File: src/rtl/convolution_3x3_if.sv
// Pixel stream bundle between the line buffer, the 3x3 convolution and the downstream consumer.
// data_in[0] is the top row of the column and data_in[2] is the bottom row.
interface convolution_3x3_if;
  logic [2:0][15:0] data_in;
  logic [10:0]      hcount_in;
  logic [9:0]       vcount_in;
  logic             data_valid_in;
  logic [15:0]      pixel_data_out;
  logic [10:0]      hcount_out;
  logic [9:0]       vcount_out;
  logic             data_valid_out;

  modport slave (
    input  data_in, hcount_in, vcount_in, data_valid_in,
    output pixel_data_out, hcount_out, vcount_out, data_valid_out
  );

  modport master (
    output data_in, hcount_in, vcount_in, data_valid_in,
    input  pixel_data_out, hcount_out, vcount_out, data_valid_out
  );
endinterface

File: src/rtl/convolution_3x3.sv
// 3x3 RGB565 window convolution with a fixed kernel chosen by K_SELECT.
// Three register stages: window and centre tags, per-channel MAC, then shift/clamp/pack.
module convolution_3x3 #(
  parameter int HRES     = 1280,
  parameter int VRES     = 720,
  parameter int K_SELECT = 1
) (
  input logic               clk_in,
  input logic               rst_n_in,
  convolution_3x3_if.slave  bus
);
  localparam int SHIFT = (K_SELECT == 1) ? 4 : 0;

  // idx = row*3 + col; odd indices are the four edge neighbours, even non-centre are corners
  function automatic logic signed [7:0] coef(input int idx);
    logic signed [7:0] c;
    case (K_SELECT)
      1:       c = (idx == 4) ? 8'sd4 : ((idx % 2) == 1) ? 8'sd2 : 8'sd1;
      2:       c = (idx == 4) ? 8'sd5 : ((idx % 2) == 1) ? -8'sd1 : 8'sd0;
      3:       c = (idx == 4) ? 8'sd8 : -8'sd1;
      default: c = (idx == 4) ? 8'sd1 : 8'sd0;
    endcase
    return c;
  endfunction

  function automatic logic [5:0] chan(input logic [15:0] p, input int ch);
    case (ch)
      0:       return {1'b0, p[15:11]};
      1:       return p[10:5];
      default: return {1'b0, p[4:0]};
    endcase
  endfunction

  function automatic logic [5:0] clamp(input logic signed [15:0] acc, input logic [5:0] top);
    logic signed [15:0] s;
    s = acc >>> SHIFT;
    if (s < 16'sd0) return 6'd0;
    if (s > $signed({10'd0, top})) return top;
    return s[5:0];
  endfunction

  logic [15:0]        win [3][3];  // [column][row], column 2 is the newest
  logic [10:0]        hc_new, s1_hc, s2_hc;
  logic [9:0]         v_next, vc_new, s1_vc, s2_vc;
  logic               s1_valid, s2_valid, s2_border;
  logic [15:0]        s2_centre;
  logic signed [15:0] mac [3];
  logic signed [15:0] s2_mac [3];
  logic [5:0]         r_cl, g_cl, b_cl;

  // Column hcount_in==0 closes the window on the previous line's last column
  always_comb begin
    v_next = (bus.vcount_in == 10'(VRES - 1)) ? 10'd0 : bus.vcount_in + 10'd1;
    if (bus.hcount_in == 11'd0) begin
      hc_new = 11'(HRES - 1);
      vc_new = (v_next == 10'd0) ? 10'(VRES - 1) : v_next - 10'd1;
    end else begin
      hc_new = bus.hcount_in - 11'd1;
      vc_new = v_next;
    end
  end

  always_comb begin
    for (int ch = 0; ch < 3; ch++) begin
      mac[ch] = '0;
      for (int r = 0; r < 3; r++) begin
        for (int c = 0; c < 3; c++) begin
          mac[ch] = mac[ch] + 16'(coef(r * 3 + c)) * $signed({10'd0, chan(win[c][r], ch)});
        end
      end
    end
  end

  always_ff @(posedge clk_in or negedge rst_n_in) begin
    if (!rst_n_in) begin
      for (int c = 0; c < 3; c++) begin
        for (int r = 0; r < 3; r++) win[c][r] <= '0;
      end
      s1_hc    <= '0;
      s1_vc    <= '0;
      s1_valid <= 1'b0;
    end else begin
      s1_valid <= bus.data_valid_in;
      if (bus.data_valid_in) begin
        for (int r = 0; r < 3; r++) begin
          win[0][r] <= win[1][r];
          win[1][r] <= win[2][r];
          win[2][r] <= bus.data_in[r];
        end
        s1_hc <= hc_new;
        s1_vc <= vc_new;
      end
    end
  end

  always_ff @(posedge clk_in or negedge rst_n_in) begin
    if (!rst_n_in) begin
      for (int ch = 0; ch < 3; ch++) s2_mac[ch] <= '0;
      s2_hc     <= '0;
      s2_vc     <= '0;
      s2_centre <= '0;
      s2_border <= 1'b0;
      s2_valid  <= 1'b0;
    end else begin
      s2_valid <= s1_valid;
      if (s1_valid) begin
        for (int ch = 0; ch < 3; ch++) s2_mac[ch] <= mac[ch];
        s2_hc     <= s1_hc;
        s2_vc     <= s1_vc;
        s2_centre <= win[1][1];
        s2_border <= (s1_hc == 11'd0) || (s1_hc == 11'(HRES - 1)) ||
                     (s1_vc == 10'd0) || (s1_vc == 10'(VRES - 1));
      end
    end
  end

  assign r_cl = clamp(s2_mac[0], 6'd31);
  assign g_cl = clamp(s2_mac[1], 6'd63);
  assign b_cl = clamp(s2_mac[2], 6'd31);

  always_ff @(posedge clk_in or negedge rst_n_in) begin
    if (!rst_n_in) begin
      bus.pixel_data_out <= '0;
      bus.hcount_out     <= '0;
      bus.vcount_out     <= '0;
      bus.data_valid_out <= 1'b0;
    end else begin
      bus.data_valid_out <= s2_valid;
      if (s2_valid) begin
        bus.pixel_data_out <= s2_border ? s2_centre : {r_cl[4:0], g_cl, b_cl[4:0]};
        bus.hcount_out     <= s2_hc;
        bus.vcount_out     <= s2_vc;
      end
    end
  end
endmodule
File: src/flat_wrapper.sv
// flat-port wrapper written by rule: the top's interface ports become plain ports
module convolution_3x3_flat 
#(
  parameter int HRES     = 1280,
  parameter int VRES     = 720,
  parameter int K_SELECT = 1
)
  (clk_in, rst_n_in, bus_data_in, bus_hcount_in, bus_vcount_in, bus_data_valid_in, bus_pixel_data_out, bus_hcount_out, bus_vcount_out, bus_data_valid_out);
  convolution_3x3_if bus_i ();
  input logic clk_in;
  input logic rst_n_in;
  input wire logic [$bits(bus_i.data_in)-1:0] bus_data_in;
  input wire logic [$bits(bus_i.hcount_in)-1:0] bus_hcount_in;
  input wire logic [$bits(bus_i.vcount_in)-1:0] bus_vcount_in;
  input wire logic [$bits(bus_i.data_valid_in)-1:0] bus_data_valid_in;
  output wire logic [$bits(bus_i.pixel_data_out)-1:0] bus_pixel_data_out;
  output wire logic [$bits(bus_i.hcount_out)-1:0] bus_hcount_out;
  output wire logic [$bits(bus_i.vcount_out)-1:0] bus_vcount_out;
  output wire logic [$bits(bus_i.data_valid_out)-1:0] bus_data_valid_out;
  assign bus_i.data_in = bus_data_in;
  assign bus_i.hcount_in = bus_hcount_in;
  assign bus_i.vcount_in = bus_vcount_in;
  assign bus_i.data_valid_in = bus_data_valid_in;
  assign bus_pixel_data_out = bus_i.pixel_data_out;
  assign bus_hcount_out = bus_i.hcount_out;
  assign bus_vcount_out = bus_i.vcount_out;
  assign bus_data_valid_out = bus_i.data_valid_out;
  convolution_3x3 #(.HRES(HRES), .VRES(VRES), .K_SELECT(K_SELECT)) u_core (.clk_in(clk_in), .rst_n_in(rst_n_in), .bus(bus_i));
endmodule
File: config.mk
export PLATFORM = sky130hd
export DESIGN_NAME = convolution_3x3_flat
export DESIGN_NICKNAME = d
export VERILOG_FILES = /design/src/rtl/convolution_3x3_if.sv /design/src/rtl/convolution_3x3.sv /design/src/flat_wrapper.sv
export SDC_FILE = /design/constraint.sdc
export NUM_CORES = 1
export LEC_CHECK = 0
export BUFFER_PORTS_ARGS = -buffer_cell sky130_fd_sc_hd__buf_2
export CORE_MARGIN = 1
export CORE_UTILIZATION = 40
export CTS_CLUSTER_DIAMETER = 30
export DETAILED_ROUTE_END_ITERATION = 10
export GPL_TIMING_DRIVEN = 1
export SYNTH_ARGS = -nofsm -noshare
export SYNTH_HDL_FRONTEND = slang
export SYNTH_SLANG_ARGS = --single-unit
export TNS_END_PERCENT = 100
File: constraint.sdc
create_clock -name clk_in -period 5.1 [get_ports clk_in]
set_input_delay 1.275 -clock clk_in [delete_from_list [all_inputs] [get_ports clk_in]]
set_output_delay 1.275 -clock clk_in [all_outputs]
set_load 0.005 [all_outputs]
==> results by group <==
Routing
  – DRC viols: 0
  – Drt pass-1 iters: 5
  – Highest Signal Layer: met4
  – Final ANT Viol Nets: 0
  – WL met1: 13,000 µm
  – Vias per std cell: 4.83
  – Routed WL per cell: about 16 µm
  – Iter 0 DRT Violations: roughly 340
  – Vias: a little under 9,000
  – WL final: 28,300 µm
  – Met2 wire length: approximately 13,000 µm
  – DR WL met3: 1320 µm

Critical path
  – Critical Path RT: 5540 ps
  – Critical path launch point: u_core.win[85]$_DFFE_PN0P_
  – CP endpoint: u_core.s2_mac[25]$_DFFE_PN0P_
  – Reg2reg path depth: 19
  – CP arrival: approximately 5400 ps
  – CP startpoint kind: flip-flop
  – CP endpoint kind: flip-flop
  – Critical R2R Launch: u_core.win[85]$_DFFE_PN0P_
  – CP Class: reg -> reg
  – CP max FO: 4
  – Worst R2R Setup Slack: ~130 ps
  – RR Endpoint: u_core.s2_mac[25]$_DFFE_PN0P_

STA
  – Worst Clk Skew: 28.0 ps
  – Worst slew pin tran: around 1100 ps
  – Slew margin rel.: 27.1%
  – Final period utilization: between 90% and 100%
  – RSZ-0062 raised after global routing: true
  – Final Slew Violations: 0
  – TNS Setup: 0 ps
  – Final hold vios: 0
  – Setup violators final: 0
  – Max Clk Rate: between 0.2 and 0.25 GHz
  – Min Tclk post-route: around 5000 ps

CTS
  – Hold-fix buffers, CTS: 0
  – Total CTS buffers: 69
  – Htree depth: 3
  – Post-CTS Resized: 0
  – Post-CTS setup repair buffer count: 0
  – Clk_lat worst skew: 560 ps
  – # clock sinks: 262
  – CTS clk-pin slew, worst paths: 50 ps
  – Clock Path Buffers: 3
  – TritonCTS clock tree: done
  – Clock Tree Root: clkbuf_16

Die
  – Die outline width: 191 µm
  – Die area: 0.0364 mm²
  – Core Region: roughly 0.035 mm²
  – Initial core utilization: between 40% and 50%
  – Row cnt: 68
  – Die H: between 150 and 200 µm
  – # IOs: 110

Job
  – Count of max-cap constraint violations: 0

Logic synthesis
  – Net Count, Synth: 1,389
  – Synth top area share: 46.0%
  – Post-synth EDFFs: 0
  – Number of distinct library cells after synthesis: 52
  – Seq/Total Area, Yosys: 46.0%
  – Top cell type by total area after synthesis: dfrtp_1
  – Ys async rst share: 100%
  – Yosys reg bits: about 260
  – Synthesized area: 0.0143 mm²
  – Post-Synthesis Cells: approximately 1,200
  – Yosys warnings: 0
  – Syn_area_per_cell: 12.2 µm²
  – Area contributors post-synth: dfrtp_1 (46%), mux2_2 (16%), fa_1 (13%)
  – Main synth FF type: dfrtp_1

Placed design
  – Inst Count DP: around 1,700
  – I/O Buffers: 109
  – Final GP Congestion: 0.831
  – Dpl hpwl: 19,200 µm

Cells and area
  – # fillers: 3,034
  – Non-Filler Instances: between 1,500 and 2,000
  – Fraction of layout cells with a size suffix above 1: between 30% and 40%
  – Area of the multi-input gates: 0.00701 mm²
  – Most frequent cells in the layout: dfrtp_1 (260), mux2_2 (201), inv_1 (147)
  – Most common cell after layout, fill and taps aside: dfrtp_1
  – Final Net Count: ~1,500
  – Ant diodes: 0
  – Fin util: around half
  – FF+latch area: roughly 0.0066 mm²
  – Area Overhead vs Synth: 24.3%

Power
  – Max VDD drop: between 500 and 600 µV
  – Total power draw: 13.4 mW
  – Pwr Density: 758 mW/mm²
  – Leakage: roughly 8 nW

Global route
  – Number of global-route vias before repair: 9,611
  – Gr ovfl total: 0
  – Initial antenna violation count: 0
  – Overall routing resource usage: 16.8%
  – Pin count of the biggest net entering global routing: 108
  – Global-route wire length before repair: 48,500 µm

Status
  – Outcome: completed

Worst hold path
  – HP Class: reg -> reg
## metal layers
metal	vias up	track usage, %
met2	173	26.7
met5	-	0
met4	0	6.46
met1	4366	22.1
met3	47	4.12
li1	4218	-
## area by class of cell
cell class	count	area share, %
Timing Repair Buffer	119	3.73
Tap cell	455	3.21
Sequential cell	262	37.0
Clock inverter	31	2.15
Inverter	147	3.11
Clock buffer	93	11.2
Multi-Input combinational cell	716	39.6
## registers in the layout, indices dropped and copies added, names as in the netlist, 10 cells and up
signal / count
u_core.bus.hcount_out: 11
u_core.bus.pixel_data_out: 16
u_core.bus.vcount_out: 10
u_core.s1_hc: 11
u_core.s1_vc: 10
u_core.s2_centre: 16
u_core.s2_hc: 11
u_core.s2_mac: 19
u_core.s2_vc: 10
u_core.win: 144
## critical path, cell delays in order, from the launching register on
cell and delay (ps):
dfrtp_1 400, ha_1 230, fa_1 410, a21oi_1 170, nor2_1 70, nor2_2 120, xnor2_1 90, fa_1 490
inv_1 60, fa_1 550, fa_1 440, fa_1 540, inv_1 40, ha_1 320, a21o_1 180, a21oi_2 160
o21bai_1 80, a21oi_1 170, xnor2_1 80, mux2_2 260
## kinds of logic after synthesis
family / count (synthesis) / synth area share (%)
flops: 262 / 46.0
mux: 205 / 16.2
buf+inv: 189 / 5.03
simple gates: 179 / 6.11
fa+ha+maj: 150 / 18.2
compound gates: 143 / 6.11
xor+xnor: 39 / 2.40
## how the worst min path moves through the flow
| stage | start | end | slack (ps) | cells past startpoint |
|---|---|---|---|---|
| final | u_core.win[58]$_DFFE_PN0P_ | u_core.win[106]$_DFFE_PN0P_ | 480 | 2 |
| after global routing | u_core.bus.hcount_out[3]$_DFFE_PN0P_ | u_core.bus.hcount_out[3]$_DFFE_PN0P_ | 520 | 1 |
| after CTS | u_core.win[58]$_DFFE_PN0P_ | u_core.win[106]$_DFFE_PN0P_ | 480 | 2 |
| after detailed placement | u_core.win[58]$_DFFE_PN0P_ | u_core.win[106]$_DFFE_PN0P_ | 470 | 2 |
| after global placement | u_core.win[58]$_DFFE_PN0P_ | u_core.win[106]$_DFFE_PN0P_ | 470 | 2 |
| after floorplan | u_core.s2_valid$_DFF_PN0_ | u_core.bus.data_valid_out$_DFF_PN0_ | 350 | 0 |
## per-stage QoR
stage	setup slack, ps	hold WS, ps	area (µm²)
after floorplan	259	352	14300
after global placement	91.8	470	15300
after CTS	43.4	484	17700
after global routing	-91.5	518	17700
after detailed placement	59.8	474	15300
final	127	477	17700
## cell usage after synthesis (5+ instances only)
cell type,instances
a21oi_1,29
buf_1,7
a31oi_1,15
nand2_1,58
o21bai_1,8
dfrtp_1,262
ha_1,54
clkbuf_1,34
and2_1,7
nand2b_1,5
nand4_1,6
nor2_1,51
fa_1,96
nor3_1,11
nor2b_1,7
xnor2_1,27
inv_1,147
mux2_2,201
a21o_1,11
o21ai_0,54
nand3_1,8
xor2_1,12
## where the power goes
part           total (mW)  switching [mW]  internal [mW]  leakage (nW)
clock                4.33            1.26           3.07          1.15
sequential           2.84           0.311           2.53          3.08
combinational        6.27            3.14           3.13          3.93
Power figures use the tool's default switching activity.
